<file path="src/rtl/tmod_pkg.sv">
// tmod_pkg: shared opcode/status/state types and helpers for the tmod bus master.
package tmod_pkg;

  // tmod bus opcodes; 8..15 are all NOOP, OP_NOOP is the canonical idle value
  typedef enum logic [3:0] {
    OP_RESET    = 4'h0,
    OP_SET_FRQ  = 4'h1,
    OP_SET_HIGH = 4'h2,
    OP_SET_LOW  = 4'h3,
    OP_OUT_MAX  = 4'h4,
    OP_OUT_MIN  = 4'h5,
    OP_OUT_ADDR = 4'h6,
    OP_OUT_AVG  = 4'h7,
    OP_NOOP     = 4'h8
  } opcode_t;

  // Slave status encoding; 2'b11 is not listed and behaves like OK
  typedef enum logic [1:0] {
    STAT_OK   = 2'b00,
    STAT_LOW  = 2'b01,
    STAT_HIGH = 2'b10
  } status_t;

  // Master sequencer states
  typedef enum logic [1:0] {
    S_IDLE      = 2'd0,
    S_ISSUE     = 2'd1,
    S_GAP       = 2'd2,
    S_WAIT_DATA = 2'd3
  } state_t;

  // Read-type opcodes return data from the slave
  function automatic logic is_read(input logic [3:0] op);
    return (op >= 4'h4) && (op <= 4'h7);
  endfunction

endpackage

</file>
<file path="src/rtl/tmod_cmd_fifo.sv">
// tmod_cmd_fifo: small synchronous command queue with registered full/empty flags.
// Head data is a direct read of the entry at the read pointer.
module tmod_cmd_fifo #(
  parameter int WIDTH = 12,
  parameter int DEPTH = 4
) (
  input  logic             clk,
  input  logic             reset,
  input  logic             push,
  input  logic             pop,
  input  logic [WIDTH-1:0] din,
  output logic [WIDTH-1:0] head,
  output logic             full,
  output logic             not_full,
  output logic             empty
);

  localparam int PW = (DEPTH < 2) ? 1 : $clog2(DEPTH);
  localparam int CW = $clog2(DEPTH + 1);
  localparam logic [PW-1:0] PTR_LAST = PW'(DEPTH - 1);
  localparam logic [CW-1:0] DEPTH_C  = CW'(DEPTH);

  logic [WIDTH-1:0] mem [DEPTH];
  logic [PW-1:0]    wr_ptr;
  logic [PW-1:0]    rd_ptr;
  logic [CW-1:0]    count;
  logic [CW-1:0]    count_next;
  logic             do_push;
  logic             do_pop;

  // Guard against overflow/underflow even if the caller misbehaves
  assign do_push = push & ~full;
  assign do_pop  = pop & ~empty;
  assign head    = mem[rd_ptr];

  // Next occupancy; simultaneous push and pop leave it unchanged
  always_comb begin
    count_next = count;
    case ({do_push, do_pop})
      2'b10:   count_next = count + 1'b1;
      2'b01:   count_next = count - 1'b1;
      default: count_next = count;
    endcase
  end

  // Storage array, written only on an accepted push
  always_ff @(posedge clk) begin
    if (do_push) begin
      mem[wr_ptr] <= din;
    end
  end

  // Pointers, occupancy and flags; flags are registered from next occupancy
  always_ff @(posedge clk) begin
    if (reset) begin
      wr_ptr   <= '0;
      rd_ptr   <= '0;
      count    <= '0;
      full     <= 1'b0;
      not_full <= 1'b1;
      empty    <= 1'b1;
    end else begin
      if (do_push) begin
        wr_ptr <= (wr_ptr == PTR_LAST) ? '0 : wr_ptr + 1'b1;
      end
      if (do_pop) begin
        rd_ptr <= (rd_ptr == PTR_LAST) ? '0 : rd_ptr + 1'b1;
      end
      count    <= count_next;
      full     <= (count_next == DEPTH_C);
      not_full <= (count_next != DEPTH_C);
      empty    <= (count_next == '0);
    end
  end

endmodule

</file>
<file path="src/rtl/tmod_master.sv">
// tmod_master: host-side command sequencer for the tmod temperature-monitor slave.
// Queues commands, issues them one per ISSUE cycle, collects read data or times
// out, and debounces the slave status into high/low alarms.
// Optional statistics counters are built when TMOD_MASTER_STATS_EN is defined.
module tmod_master #(
  parameter int DATA_W        = 8,
  parameter int FIFO_DEPTH    = 4,
  parameter int GAP_CYCLES    = 2,
  parameter int TIMEOUT_CYC   = 255,
  parameter int ALARM_PERSIST = 4
) (
  input  logic              clk,
  input  logic              reset,
  input  logic              cmd_valid,
  output logic              cmd_ready,
  input  logic [3:0]        cmd_op,
  input  logic [DATA_W-1:0] cmd_opnd,
  output logic              rsp_valid,
  output logic [3:0]        rsp_op,
  output logic [DATA_W-1:0] rsp_data,
  output logic              rsp_err,
  output logic [3:0]        bus_op,
  output logic [DATA_W-1:0] bus_opnd,
  input  logic              bus_ready,
  input  logic              bus_valid,
  input  logic [DATA_W-1:0] bus_data,
  input  logic [1:0]        bus_status,
  output logic              alarm_high,
  output logic              alarm_low,
  output logic [15:0]       stat_cmds,
  output logic [7:0]        stat_timeouts
);

  import tmod_pkg::*;

  localparam int EW = 4 + DATA_W;
  localparam int TW = $clog2(TIMEOUT_CYC + 1);
  localparam int GW = (GAP_CYCLES < 1) ? 1 : $clog2(GAP_CYCLES + 1);
  localparam int AW = $clog2(ALARM_PERSIST + 1);

  // The timer is cleared when the head is popped and runs through ISSUE and
  // WAIT_DATA, so it equals the number of cycles since ISSUE began. The timeout
  // response is registered on the edge where it would reach TIMEOUT_CYC, which
  // puts rsp_valid exactly TIMEOUT_CYC cycles after the ISSUE cycle.
  // TIMEOUT_CYC is expected to be at least 2.
  localparam logic [TW-1:0] TO_LAST   = TW'(TIMEOUT_CYC - 1);
  localparam logic [GW-1:0] GAP_LAST  = GW'((GAP_CYCLES > 0) ? (GAP_CYCLES - 1) : 0);
  localparam logic [AW-1:0] PERS_LAST = AW'(ALARM_PERSIST - 1);
  localparam logic [AW-1:0] PERS_MAX  = AW'(ALARM_PERSIST);

  state_t            state;
  logic [3:0]        cur_op;
  logic [TW-1:0]     timer;
  logic [GW-1:0]     gap_cnt;

  logic              fifo_push;
  logic              fifo_pop;
  logic [EW-1:0]     fifo_head;
  logic              fifo_full;
  logic              fifo_not_full;
  logic              fifo_empty;
  logic [3:0]        head_op;
  logic [DATA_W-1:0] head_opnd;
  logic              timeout_hit;
  logic              op_reset_issue;

  logic [AW-1:0]     hi_cnt;
  logic [AW-1:0]     hi_clr_cnt;
  logic [AW-1:0]     lo_cnt;
  logic [AW-1:0]     lo_clr_cnt;
  logic              is_high;
  logic              is_low;
  logic              set_high;
  logic              clr_high;
  logic              set_low;
  logic              clr_low;

  assign cmd_ready = fifo_not_full;
  assign fifo_push = cmd_valid & ~fifo_full;
  assign fifo_pop  = (state == S_IDLE) & ~fifo_empty & bus_ready;
  assign head_op   = fifo_head[EW-1 -: 4];
  assign head_opnd = fifo_head[DATA_W-1:0];

  assign timeout_hit    = (state == S_WAIT_DATA) & ~bus_valid & (timer == TO_LAST);
  assign op_reset_issue = (state == S_ISSUE) & (cur_op == OP_RESET);

  tmod_cmd_fifo #(
    .WIDTH (EW),
    .DEPTH (FIFO_DEPTH)
  ) u_fifo (
    .clk      (clk),
    .reset    (reset),
    .push     (fifo_push),
    .pop      (fifo_pop),
    .din      ({cmd_op, cmd_opnd}),
    .head     (fifo_head),
    .full     (fifo_full),
    .not_full (fifo_not_full),
    .empty    (fifo_empty)
  );

  // Sequencer: pop, drive one ISSUE cycle, then gap (writes) or wait for data (reads)
  always_ff @(posedge clk) begin
    if (reset) begin
      state     <= S_IDLE;
      cur_op    <= 4'h0;
      timer     <= '0;
      gap_cnt   <= '0;
      bus_op    <= OP_NOOP;
      bus_opnd  <= '0;
      rsp_valid <= 1'b0;
      rsp_op    <= 4'h0;
      rsp_data  <= '0;
      rsp_err   <= 1'b0;
    end else begin
      rsp_valid <= 1'b0;
      case (state)
        S_IDLE: begin
          if (fifo_pop) begin
            bus_op   <= head_op;
            bus_opnd <= head_opnd;
            cur_op   <= head_op;
            timer    <= '0;
            state    <= S_ISSUE;
          end else begin
            state <= S_IDLE;
          end
        end
        S_ISSUE: begin
          bus_op   <= OP_NOOP;
          bus_opnd <= '0;
          timer    <= timer + 1'b1;
          gap_cnt  <= '0;
          if (is_read(cur_op)) begin
            state <= S_WAIT_DATA;
          end else if (GAP_CYCLES == 0) begin
            state <= S_IDLE;
          end else begin
            state <= S_GAP;
          end
        end
        S_GAP: begin
          if (gap_cnt == GAP_LAST) begin
            state <= S_IDLE;
          end else begin
            gap_cnt <= gap_cnt + 1'b1;
          end
        end
        S_WAIT_DATA: begin
          // Data arriving on the timeout cycle takes priority
          if (bus_valid) begin
            rsp_valid <= 1'b1;
            rsp_op    <= cur_op;
            rsp_data  <= bus_data;
            rsp_err   <= 1'b0;
            state     <= S_IDLE;
          end else if (timeout_hit) begin
            rsp_valid <= 1'b1;
            rsp_op    <= cur_op;
            rsp_data  <= '0;
            rsp_err   <= 1'b1;
            state     <= S_IDLE;
          end else begin
            timer <= timer + 1'b1;
          end
        end
        default: begin
          state    <= S_IDLE;
          bus_op   <= OP_NOOP;
          bus_opnd <= '0;
        end
      endcase
    end
  end

  assign is_high  = (bus_status == STAT_HIGH);
  assign is_low   = (bus_status == STAT_LOW);
  assign set_high = is_high & (hi_cnt >= PERS_LAST);
  assign clr_high = ~is_high & (hi_clr_cnt >= PERS_LAST);
  assign set_low  = is_low & (lo_cnt >= PERS_LAST);
  assign clr_low  = ~is_low & (lo_clr_cnt >= PERS_LAST);

  // Status debounce: saturating persistence counters drive mutually exclusive alarms
  always_ff @(posedge clk) begin
    if (reset || op_reset_issue) begin
      hi_cnt     <= '0;
      hi_clr_cnt <= '0;
      lo_cnt     <= '0;
      lo_clr_cnt <= '0;
      alarm_high <= 1'b0;
      alarm_low  <= 1'b0;
    end else begin
      if (is_high) begin
        hi_cnt     <= (hi_cnt == PERS_MAX) ? hi_cnt : hi_cnt + 1'b1;
        hi_clr_cnt <= '0;
      end else begin
        hi_cnt     <= '0;
        hi_clr_cnt <= (hi_clr_cnt == PERS_MAX) ? hi_clr_cnt : hi_clr_cnt + 1'b1;
      end
      if (is_low) begin
        lo_cnt     <= (lo_cnt == PERS_MAX) ? lo_cnt : lo_cnt + 1'b1;
        lo_clr_cnt <= '0;
      end else begin
        lo_cnt     <= '0;
        lo_clr_cnt <= (lo_clr_cnt == PERS_MAX) ? lo_clr_cnt : lo_clr_cnt + 1'b1;
      end
      if (set_high) begin
        alarm_high <= 1'b1;
        alarm_low  <= 1'b0;
      end else if (set_low) begin
        alarm_low  <= 1'b1;
        alarm_high <= 1'b0;
      end else begin
        if (clr_high) begin
          alarm_high <= 1'b0;
        end
        if (clr_low) begin
          alarm_low <= 1'b0;
        end
      end
    end
  end

`ifdef TMOD_MASTER_STATS_EN
  // Saturating counts of issued commands and read timeouts
  always_ff @(posedge clk) begin
    if (reset) begin
      stat_cmds     <= 16'h0000;
      stat_timeouts <= 8'h00;
    end else begin
      if ((state == S_ISSUE) && (stat_cmds != 16'hFFFF)) begin
        stat_cmds <= stat_cmds + 16'h0001;
      end
      if (timeout_hit && (stat_timeouts != 8'hFF)) begin
        stat_timeouts <= stat_timeouts + 8'h01;
      end
    end
  end
`else
  assign stat_cmds     = 16'h0000;
  assign stat_timeouts = 8'h00;
`endif

endmodule

</file>
<file path="config.mk">
export PLATFORM = sky130hd
export DESIGN_NAME = tmod_master
export DESIGN_NICKNAME = d
export VERILOG_FILES = /design/src/rtl/tmod_pkg.sv /design/src/rtl/tmod_cmd_fifo.sv /design/src/rtl/tmod_master.sv
export SDC_FILE = /design/constraint.sdc
export NUM_CORES = 1
export LEC_CHECK = 0
export CAP_MARGIN = 40
export CORE_UTILIZATION = 39
export DETAILED_ROUTE_END_ITERATION = 16
export DONT_BUFFER_PORTS = 1
export SYNTH_ARGS = -nofsm -noshare
export SYNTH_HDL_FRONTEND = slang
export SYNTH_SLANG_ARGS = --single-unit
export TNS_END_PERCENT = 1
</file>
<file path="constraint.sdc">
create_clock -name clk -period 3.8 [get_ports clk]
set_input_delay 0.57 -clock clk [delete_from_list [all_inputs] [get_ports clk]]
set_output_delay 0.57 -clock clk [all_outputs]
set_load 0.05 [all_outputs]
</file>
# Word-level counts from Yosys, hierarchy flattened
# Memory sizes are Yosys's and may differ from the RTL's. A register that Yosys moved wholly into a read port is not among the register bits.
# Index checks and enable logic that the tools add are counted.
[totals]
ramBits = 48
input_bits = 27
regBits = 66
n_memories = 1
word_cells = 139
output_inout_bits = 53
[classes]
mux = 36
n_reduce_logical = 23
n_lt_le_gt_ge = 6
eq_ne = 23
add_sub_neg = 10
n_bitwise = 18
[memory_table]
columns = ["memory", "depth", "word_bits", "read_ports", "rd_clocked_by_memory_dff", "wr", "line", "source"]
rows = [
  ["u_fifo.mem", 4, 12, 1, 1, 1, "tmod_cmd_fifo.sv:23", "logic [WIDTH-1:0] mem [DEPTH];"],
]
[op_table]
columns = ["operator", "n"]
rows = [
  ["two-way mux 8 bit", 6],
  ["one-hot mux 8 bit (3 select lines)", 1],
  ["two-way mux 2 bit", 8],
  ["one-hot mux 8 bit (2 select lines)", 1],
  ["adder 3 x 1 -> 3 bit (second input constant)", 5],
  ["equality test 3 bit (second input constant)", 5],
  ["two-way mux 1 bit", 13],
  ["bitwise AND 1 bit", 12],
  ["equality test 2 bit (second input constant)", 6],
  ["greater-or-equal comparator 3 x 2 -> 1 bit (second input constant)", 4],
  ["two-way mux 4 bit", 3],
  ["OR reduction 2 bit", 6],
  ["AND reduction 2 bit", 5],
  ["adder 8 x 1 -> 8 bit (second input constant)", 1],
  ["equality test 2 x 1 -> 1 bit (second input constant)", 4],
  ["equality test 8 bit (second input constant)", 1],
  ["!= test 2 bit (second input constant)", 4],
  ["one-hot mux 2 bit (4 select lines)", 1],
  ["one-hot mux 4 bit (2 select lines)", 1],
  ["nonzero test 2 bit", 4],
  ["adder 2 x 1 -> 2 bit (second input constant)", 3],
  ["!= test 3 bit (second input constant)", 2],
  ["inverter 1 bit", 6],
  ["one-hot mux 3 bit (2 select lines)", 1],
  ["12 further kinds", 13],
]

# Longest topological paths before layout
# Gate-level depths: netlist of run 1.
[depth]
word_depth = 7
ltp_mapped = 12
depth_no_buf = 10

# Hierarchy
# From an unflattened synthesis of run 1, not the netlist that was laid out.
[unflattened]
cells_unflattened = 427
area_unflattened_um2 = 4972.3
[modules_own_cells]
columns = ["mod", "instances", "cells_per_inst", "seq_area_each_um2", "area_each_um2"]
rows = [
  ["tmod_master", 1, 304, 1121.1, 2652.5],
  ["tmod_cmd_fifo", 1, 123, 1681.6, 2319.7],
]

# Worst setup path before layout of run 1
# OpenSTA, ideal clock, no wires.
[synth_timing]
kind = "input to register"
from = "input bus_ready"
to = "register u_fifo.full"
arrival_ns = 2.967
n_path_buf = 1
path_slack_ns = 0.767
t_required_ns = 3.735
path_stages = 11
setup_time_ns = 0.065
path_cell_list = "or3b_4 > or2_2 > inv_1 > buf_2 > ha_1 > inv_1 > fa_1 > xor2_1 > or3_1 > a21oi_1 > nor2b_1"
[synth_via]
elab_chain_cells = 5
word_cells_on_any_way = 6
cone_classes = "3 x eq/ne; 1 x mux; 2 x bitwise"
[synth_rtl]
columns = ["item", "line", "source"]
rows = [
  ["start: declaration", "tmod_master.sv:24", "input logic bus_ready,"],
  ["bitwise AND 1 bit *", "tmod_master.sv:80", "assign fifo_pop = (state == S_IDLE) & ~fifo_empty & bus_ready;"],
  ["bitwise AND 1 bit *", "tmod_cmd_fifo.sv:33", "assign do_pop = pop & ~empty;"],
  ["named net u_fifo.do_pop", "tmod_cmd_fifo.sv:29", "logic do_pop;"],
  ["equality test 2 x 1 -> 1 bit / equality test 2 bit (equally long branches)", "tmod_cmd_fifo.sv:39", "case ({do_push, do_pop})"],
  ["one-hot mux 3 bit (2 select lines) *", "tmod_cmd_fifo.sv:39", ""],
  ["equality test 3 bit *", "tmod_cmd_fifo.sv:70", "full <= (count_next == DEPTH_C);"],
  ["end signal: assignment", "tmod_cmd_fifo.sv:70", ""],
  ["end: declaration", "tmod_cmd_fifo.sv:13", "output logic full,"],
]
# Mark *: on every way through the listed nets, which the timed path passes. The rest lies on a longest branch.
# A chain may end at the register's enable or synchronous reset.

# Worst setup path in the final report of run 1
[layout_timing]
from = "register state[1]"
to = "register u_fifo.full"
[layout_via]
elab_chain_cells = 7
word_cells_on_any_way = 8
cone_classes = "3 x eq/ne; 1 x mux; 3 x bitwise; 1 x reduce/logical"
[layout_rtl]
columns = ["item", "line", "source"]
rows = [
  ["start: declaration", "tmod_master.sv:51", "state_t state;"],
  ["start signal: assignment", "tmod_master.sv:105", "state <= S_IDLE;"],
  ["start signal: assignment", "tmod_master.sv:124", "state <= S_ISSUE;"],
  ["start signal: assignment", "tmod_master.sv:126", "state <= S_IDLE;"],
  ["logical NOT 2 bit *", "tmod_master.sv:80", ""],
  ["bitwise AND 1 bit * (2 in a row)", "tmod_master.sv:80", ""],
  ["bitwise AND 1 bit *", "tmod_cmd_fifo.sv:33", ""],
  ["equality test 2 x 1 -> 1 bit / equality test 2 bit (equally long branches)", "tmod_cmd_fifo.sv:39", ""],
  ["one-hot mux 3 bit (2 select lines) *", "tmod_cmd_fifo.sv:39", ""],
  ["equality test 3 bit *", "tmod_cmd_fifo.sv:70", ""],
]
# Every way passes the cells marked *; elsewhere a longest branch is shown, timed or not.

==> results of run 1 <==
[Yosys cell counts, drive strengths merged, types with 2 or more instances]
library cell / n / area (um2)
nand3b: 3 / 22.5
nand4b: 2 / 17.5
a22oi: 2 / 15.0
inv: 23 / 86.3
clkbuf: 7 / 27.5
a22o: 8 / 70.1
buf: 34 / 245
o31ai: 2 / 15.0
a21o: 3 / 22.5
o21ai: 15 / 75.1
xnor2: 4 / 35.0
mux4: 12 / 270
or4: 3 / 22.5
nand3: 19 / 95.1
nor2b: 3 / 18.8
a21oi: 46 / 230
and4: 2 / 17.5
a211oi: 8 / 60.1
a31oi: 4 / 25.0
dfxtp: 68 / 1360
nand2: 45 / 169
or3: 2 / 12.5
nand4: 2 / 12.5
ha: 21 / 263
edfxtp: 48 / 1440
and2: 7 / 46.3
xor2: 2 / 17.5
nor3: 7 / 35.0
or2: 2 / 12.5
nor3b: 2 / 15.0
nor2: 12 / 45.0
nand2b: 4 / 25.0
[critical path, cell delays in order (launching register included)]
cell     delay (ns)
dfxtp_1        0.41
or3b_4         0.46
or2_2          0.44
inv_1          0.13
ha_1           0.18
inv_1          0.06
fa_1           0.37
xor2_1         0.16
or3_1          0.31
a21oi_1        0.29
nor2b_1        0.16
[stage by stage]
| step | hold WS [ns] | power [W] | instance area, um2 | std cells | worst slack [ns] |
|---|---|---|---|---|---|
| 2_1_floorplan | 0.450 | 0.00197 | 5020 | 456 | 0.767 |
| 3_3_place_gp | 0.461 | 0.00202 | 4960 | 584 | 0.763 |
| 3_5_place_dp | 0.469 | 0.00204 | 4980 | 585 | 0.670 |
| 4_1_cts | 0.208 | 0.00359 | 5560 | 617 | 0.771 |
| 5_1_grt | 0.209 | 0.00372 | 5560 | 617 | 0.558 |
| 6_report | 0.231 | 0.00355 | 5560 | 617 | 0.776 |
[sequential cells by signal (all words and copies together), names as in the netlist, named ones only]
| register | count |
|---|---|
| rsp_data | 8 |
| u_fifo.empty | 1 |
| bus_op | 4 |
| u_fifo.full | 1 |
| alarm_high | 1 |
| rsp_err | 1 |
| timer | 8 |
| lo_clr_cnt | 3 |
| alarm_low | 1 |
| hi_clr_cnt | 3 |
| u_fifo.rd_ptr | 2 |
| rsp_op | 4 |
| u_fifo.wr_ptr | 2 |
| bus_opnd | 8 |
| lo_cnt | 3 |
| gap_cnt | 2 |
| cur_op | 4 |
| u_fifo.not_full | 1 |
| hi_cnt | 3 |
| rsp_valid | 1 |
| state | 2 |
| u_fifo.count | 3 |
| u_fifo.mem | 48 |
[power groups by stage]
stage / combinational [W] / sequential [W] / clock (W)
after CTS: 0.000453 / 0.00157 / 0.00157
after floorplan: 0.000420 / 0.00155 / 0
after global placement: 0.000414 / 0.00160 / 0
after global routing: 0.000507 / 0.00158 / 0.00164
after detailed placement: 0.000450 / 0.00159 / 0
final: 0.000448 / 0.00157 / 0.00154
[kinds of logic after synthesis]
family	Yosys count
flip-flops	116
XOR/XNOR	6
buffers and inverters	64
AND/OR/NAND/NOR	118
AO/OA/AOI/OAI	93
other	1
multiplexers	13
adder cells (fa/ha/maj)	22
[layer usage]
metal  track usage  routed length (um)
met4        0.0848                 178
met3        0.0609                 498
met2         0.240                4500
met5             0                   0
met1         0.171                3710
[worst max path at each step]
stage | to | from | cells past startpoint | slack (ns)
floorplan | u_fifo.full$_SDFF_PP0_ | bus_ready | 11 | 0.77
global placement | u_fifo.full$_SDFF_PP0_ | bus_ready | 10 | 0.76
detailed placement | u_fifo.full$_SDFF_PP0_ | bus_ready | 10 | 0.67
CTS | u_fifo.full$_SDFF_PP0_ | state[1]$_SDFFE_PP0P_ | 10 | 0.77
global route | u_fifo.full$_SDFF_PP0_ | state[1]$_SDFFE_PP0P_ | 10 | 0.56
finish | u_fifo.full$_SDFF_PP0_ | state[1]$_SDFFE_PP0P_ | 10 | 0.78
[layout make-up]
cell class / instances / area, um2
sequential: 116 / 2800
clock buffer: 27 / 504
inverter: 23 / 86.3
multi-input combinational: 276 / 1860
tap: 168 / 210
fill: 1113 / 6600
clock inverter: 5 / 75.1
timing repair buffer: 2 / 22.5
==> impl_results.md, run 1 <==
* Simple-gate portion of the synthesized area at 0.120
* Number of synthesized flops with an enable pin at 48
* CTS tree: done
* FMAX at 331 MHz
* Clock power frac at 0.433
* Critical path class: flop to flop
* Hold path cells at 1
* DRC viols at 0
* Routed WL at 8.89 mm
* Layout cells sized above 1 at 0.0980
* First-pass GRT wire length at 14.5 mm
* Fraction of registers with async set/reset at 0
* RSZ-0062 raised after global routing: no
* Reg2reg path depth at 10
* CTS Buffer Depth at 2
* Die Width at 114 um
* Outcome: completed
* Leakage at 1.97 nW
* Peak supply drop at 0.358 mV
* Overall routing resource usage at 0.150
* Slew headroom at 0.544
* Worst Hold Path EP: rsp_op[2]$_SDFFE_PP0P_
* Most common cell after layout, fill and taps aside: dfxtp_1
* IO Pins at 80
* Sequential power share at 0.441
* Gate power share at 0.126
* Via count of the routed design at 3079
* FF-to-FF Start: state[1]$_SDFFE_PP0P_
* Setup TNS at 0 ns
* Xor and xnor area share after synthesis at 0.0107
* Dpl hpwl at 6.17 mm
* Initial Util at 0.406
* Number of diodes at 0
* CTS buffer count at 17
* Die height at 114 um
* Vias in the first global route at 2867
* Most frequent cells in the layout: dfxtp_1, edfxtp_1, a21oi_1
* Pin count of the biggest net entering global routing at 43
* Drt via density at 4.99
* Std cell rows at 40
* Syn. warnings at 0
* CP endpoint kind: flop
* Sw frac at 0.263
* Critical path launch point type: flop
* Worst path required time at 4.14 ns
* Area delta synth->final at 12.7%
* Setup Viol. Count Final at 0
* Core area at 12200 um2
* Worst skew pair latency at 0.41 ns
* GP Congestion at 0.787
* Clock skew at 0.00941 ns
* Antenna-violating nets left at 0
* Clk sink count at 116
* Post-synthesis cell type count at 48
* Avg Cell Area, Syn at 11.4 um2
* Wire per inst at 14.4 um
* DRT Pass-1 Iters at 5
* Crit Path Max Fanout at 20
* Post-synthesis mux area share at 0.0568
* Slew @ Worst Pin at 0.685 ns
* Hold Crit Class: input pin to flop
* Hold Fails Final Rpt at 0
* Max_cap viols at 0
* Largest family of logic cells by synthesized area: simple AND/OR/NAND/NOR gates
* Power Density at 639 nW/um2
* Initial antenna violation count at 0
* Capturing point of the worst reg2reg path: u_fifo.full$_SDFF_PP0_
* Clock Tree Root: clkbuf_16
* Min Tclk post-route at 3.02 ns
* Cell Int Power at 0.00262 W
* Sequential fraction of the synthesis area at 0.568
* Global route overflow at 0
* Post-CTS Hold Fix Bufs at 0
* Die Footprint at 13100 um2
* Final net count at 485
* Net switching power at 0.000935 W
* Post-Syn Area at 4930 um2
* Post-CTS Setup Bufs at 0
* Final Max Tran Viols at 0
* Worst hold start: reset
* Post-Syn Instances at 433
* Synth Flop Type: dfxtp_1
* Period utilization at 0.796
* DRT iter0 DRCs at 173
* H-tree depth at 4
* Worst path arrival time at 3.37 ns
* Clk slew on worst S/H paths at 0.05 ns
* Post-cts resize count at 0
* Post-Synth Adder-Cell Area at 0.0573
* Post-layout util at 0.457
* Synth Area in Compound Gates at 0.113
* Port Buffers at 0
* R2r setup slk at 0.78 ns
* Synth Register Bits at 116
No activity file was read; power rests on OpenSTA's default activity.
==> run 2: changes to the inputs <==
==> constraint.sdc (replaced) <==
create_clock -name clk -period 2.4 [get_ports clk]
set_input_delay 0.36 -clock clk [delete_from_list [all_inputs] [get_ports clk]]
set_output_delay 0.36 -clock clk [all_outputs]
set_load 0.05 [all_outputs]
==> run 2 against run 1 <==
- largest power group is now the clock network
- via count grew 1.2%
- sequential power grew 56%
- sequential share of layout area shrank 1.2 points
- critical path depth is the same
- wire length grew 0.61%
- design area grew 2.4%
- critical path type unchanged
- global-route usage shrank 0.20 points
- largest cell class unchanged
- clock power grew 77%
- setup slack lost 0.74 ns
==> impl_results.md, run 2 (synthesis results as in run 1) <==
* Crit Path Max Fanout at 4 (was 20)
* Hold Fails Final Rpt at 0 (unchanged)
* Std cell rows at 40 (unchanged)
* Clk slew on worst S/H paths at 0.05 ns (about the same)
* CTS buffer count at 17 (unchanged)
* Most frequent cells in the layout: dfxtp_1, edfxtp_1, nand2_1, a21oi_1, conb_1 (was dfxtp_1, edfxtp_1, a21oi_1)
* Outcome: completed (unchanged)
* Post-CTS Hold Fix Bufs at 0 (unchanged)
* Overall routing resource usage at 0.148 (was 0.150)
* Setup Viol. Count Final at 0 (unchanged)
* Antenna-violating nets left at 0 (unchanged)
* Clock skew at 0.00947 ns (was 0.00941 ns)
* Slew headroom at 0.549 (was 0.544)
* Critical path class: flop to flop (unchanged)
* Final Max Tran Viols at 0 (unchanged)
* Peak supply drop at 0.756 mV (was 0.358 mV)
* Die Footprint at 13100 um2 (unchanged)
* Die Width at 114 um (unchanged)
* Post-CTS Setup Bufs at 0 (unchanged)
* Placed insts at 591 (was 585)
* Reg2reg path depth at 10 (unchanged)
* RSZ-0062 raised after global routing: yes (was no)
* Clk sink count at 116 (unchanged)
* Top Layer Used: met4 (unchanged)
* Largest Register: u_fifo.mem (unchanged)
* Drt via density at 5.00 (was 4.99)
* DRT iter0 DRCs at 125 (was 173)
* WL met3 at 549 um (was 498 um)
* Hold Crit Class: input pin to flop (unchanged)
* Max_cap viols at 0 (unchanged)
* Initial antenna violation count at 0 (unchanged)
* Area occupied by multi-input gates at 1880 um2 (was 1860 um2)
* Port Buffers at 0 (unchanged)
* CTS Buffer Depth at 2 (unchanged)
* FF-to-FF Start: u_fifo.empty$_SDFF_PP1_ (was state[1]$_SDFFE_PP0P_)
* Area delta synth->final at 15.4% (was 12.7%)
* Post-cts resize count at 0 (unchanged)
* Worst skew pair latency at 0.41 ns (about the same)
* Max reg flops at 48 (unchanged)
* Final net count at 491 (was 485)
* CTS tree: done (unchanged)
* Critical-path cell list: or3b_4 > or2_4 > inv_4 > ha_4 > inv_1 > fa_2 > xor2_1 > or3_1 > a21oi_2 > nor2b_1 (was or3b_4 > or2_2 > inv_1 > ha_1 > inv_1 > fa_1 > xor2_1 > or3_1 > a21oi_1 > nor2b_1)
* R2r setup slk at 0.03 ns (was 0.78 ns)
* Power Density at 1050 nW/um2 (was 639 nW/um2)
* Dpl hpwl at 6.14 mm (was 6.17 mm)
* Initial Util at 0.406 (unchanged)
* DRC viols at 0 (unchanged)
* Fin Hold WS at 0.0299 ns (was 0.231 ns)
* IO Pins at 80 (unchanged)
* Pin count of the biggest net entering global routing at 43 (unchanged)
* Min Tclk post-route at 2.37 ns (was 3.02 ns)
* Number of diodes at 0 (unchanged)
* Core area at 12200 um2 (unchanged)
* Met2 WL at 4.23 mm (was 4.50 mm)
* Clock Tree Root: clkbuf_16 (unchanged)
* Sequential cell area at 2800 um2 (unchanged)
* Slew @ Worst Pin at 0.676 ns (was 0.685 ns)
* Critical path launch point type: flop (unchanged)
* # fillers at 1089 (was 1113)
* Capturing point of the worst reg2reg path: u_fifo.full$_SDFF_PP0_ (unchanged)
* Vias in the first global route at 2996 (was 2867)
* Routed WL at 8.94 mm (was 8.89 mm)
* Worst hold start: reset (unchanged)
* Wire per inst at 14.4 um (about the same)
* GP Congestion at 0.808 (was 0.787)
* Die height at 114 um (unchanged)
* First-pass GRT wire length at 14.5 mm (about the same)
* H-tree depth at 4 (unchanged)
* Hold path cells at 1 (unchanged)
* Non-Filler Instances at 623 (was 617)
* Global route overflow at 0 (unchanged)
* Via count of the routed design at 3115 (was 3079)
* Met1 Wirelength at 4.06 mm (was 3.71 mm)
* DRT Pass-1 Iters at 4 (was 5)
* Crit path largest cell delay at 0.39 ns (was 0.46 ns)
* Most common cell after layout, fill and taps aside: dfxtp_1 (unchanged)
* Setup TNS at 0 ns (unchanged)
* FMAX at 423 MHz (was 331 MHz)
* Layout cells sized above 1 at 0.130 (was 0.0980)
* Worst path arrival time at 2.71 ns (was 3.37 ns)
* Worst path required time at 2.75 ns (was 4.14 ns)
* CP endpoint kind: flop (unchanged)
* Slowest-stage cell, CP: or3b_4 (unchanged)
* Period utilization at 0.986 (was 0.796)
* Post-layout util at 0.468 (was 0.457)
* Worst Hold Path EP: rsp_op[0]$_SDFFE_PP0P_ (was rsp_op[2]$_SDFFE_PP0P_)
* Leakage at 2.03 nW (was 1.97 nW)
==> run 2: cell count changes in the layout (fill, tap and decap cells not counted), moves of 2 or more <==
cell       delta
clkinv_2      -2
buf_4         +7
inv_6         +2
clkinv_4      +2
clkbuf_1      -5
bufinv_16     +2
==> run 2: worst max-delay path by stage <==
stage | to | slack (ns) | cells past startpoint | from
2_1_floorplan | u_fifo.full$_SDFF_PP0_ | -0.18 | 12 | state[1]$_SDFFE_PP0P_
3_3_place_gp | u_fifo.full$_SDFF_PP0_ | 0.02 | 10 | bus_ready
3_5_place_dp | u_fifo.full$_SDFF_PP0_ | -0.03 | 10 | bus_ready
4_1_cts | u_fifo.full$_SDFF_PP0_ | 0.02 | 10 | u_fifo.empty$_SDFF_PP1_
5_1_grt | u_fifo.full$_SDFF_PP0_ | -0.10 | 10 | u_fifo.empty$_SDFF_PP1_
6_report | u_fifo.full$_SDFF_PP0_ | 0.03 | 10 | u_fifo.empty$_SDFF_PP1_
==> run 2: worst max-delay path, delay by kind of cell (launching register included) <==
kind | cells | cell delay (ns)
adders and majority gates | 2 | 0.45
buffers and inverters | 2 | 0.12
xor gates and xnor gates | 1 | 0.15
DFF | 1 | 0.30
AOI/OAI and AO/OA | 1 | 0.18
and+or+nand+nor | 4 | 1.12
==> run 2: per-stage QoR <==
step                      instance area, um2  setup WS, ns  power (W)
after floorplan                         5050        -0.181    0.00315
after global placement                  5040        0.0213    0.00325
after detailed placement                5040       -0.0322    0.00327
after CTS                               5690        0.0248    0.00600
after global routing                    5690        -0.105    0.00621
final                                   5690        0.0344    0.00595
==> run 2: where the power goes <==
group	leakage (nW)	switching (W)	internal [W]	total (W)
clock	0.316	0.000863	0.00186	0.00272
combinational	0.717	0.000468	0.000309	0.000777
sequential	0.993	0.000224	0.00223	0.00245
total	2.03	0.00155	0.00440	0.00595
==> run 2: per-layer routing <==
metal  global-route usage  up-vias
li1                     -     1531
met3               0.0646       10
met5                    0        -
met1                0.182     1504
met2                0.229       70
met4               0.0597        0
==> run 2: final cells by class <==
cell class,count,share of cell area
Sequential cell,116,0.492
Timing Repair Buffer,8,0.0105
Tap cell,168,0.0369
Multi-Input combinational cell,276,0.330
Clock buffer,22,0.0853
Clock inverter,10,0.0295
Inverter,23,0.0156
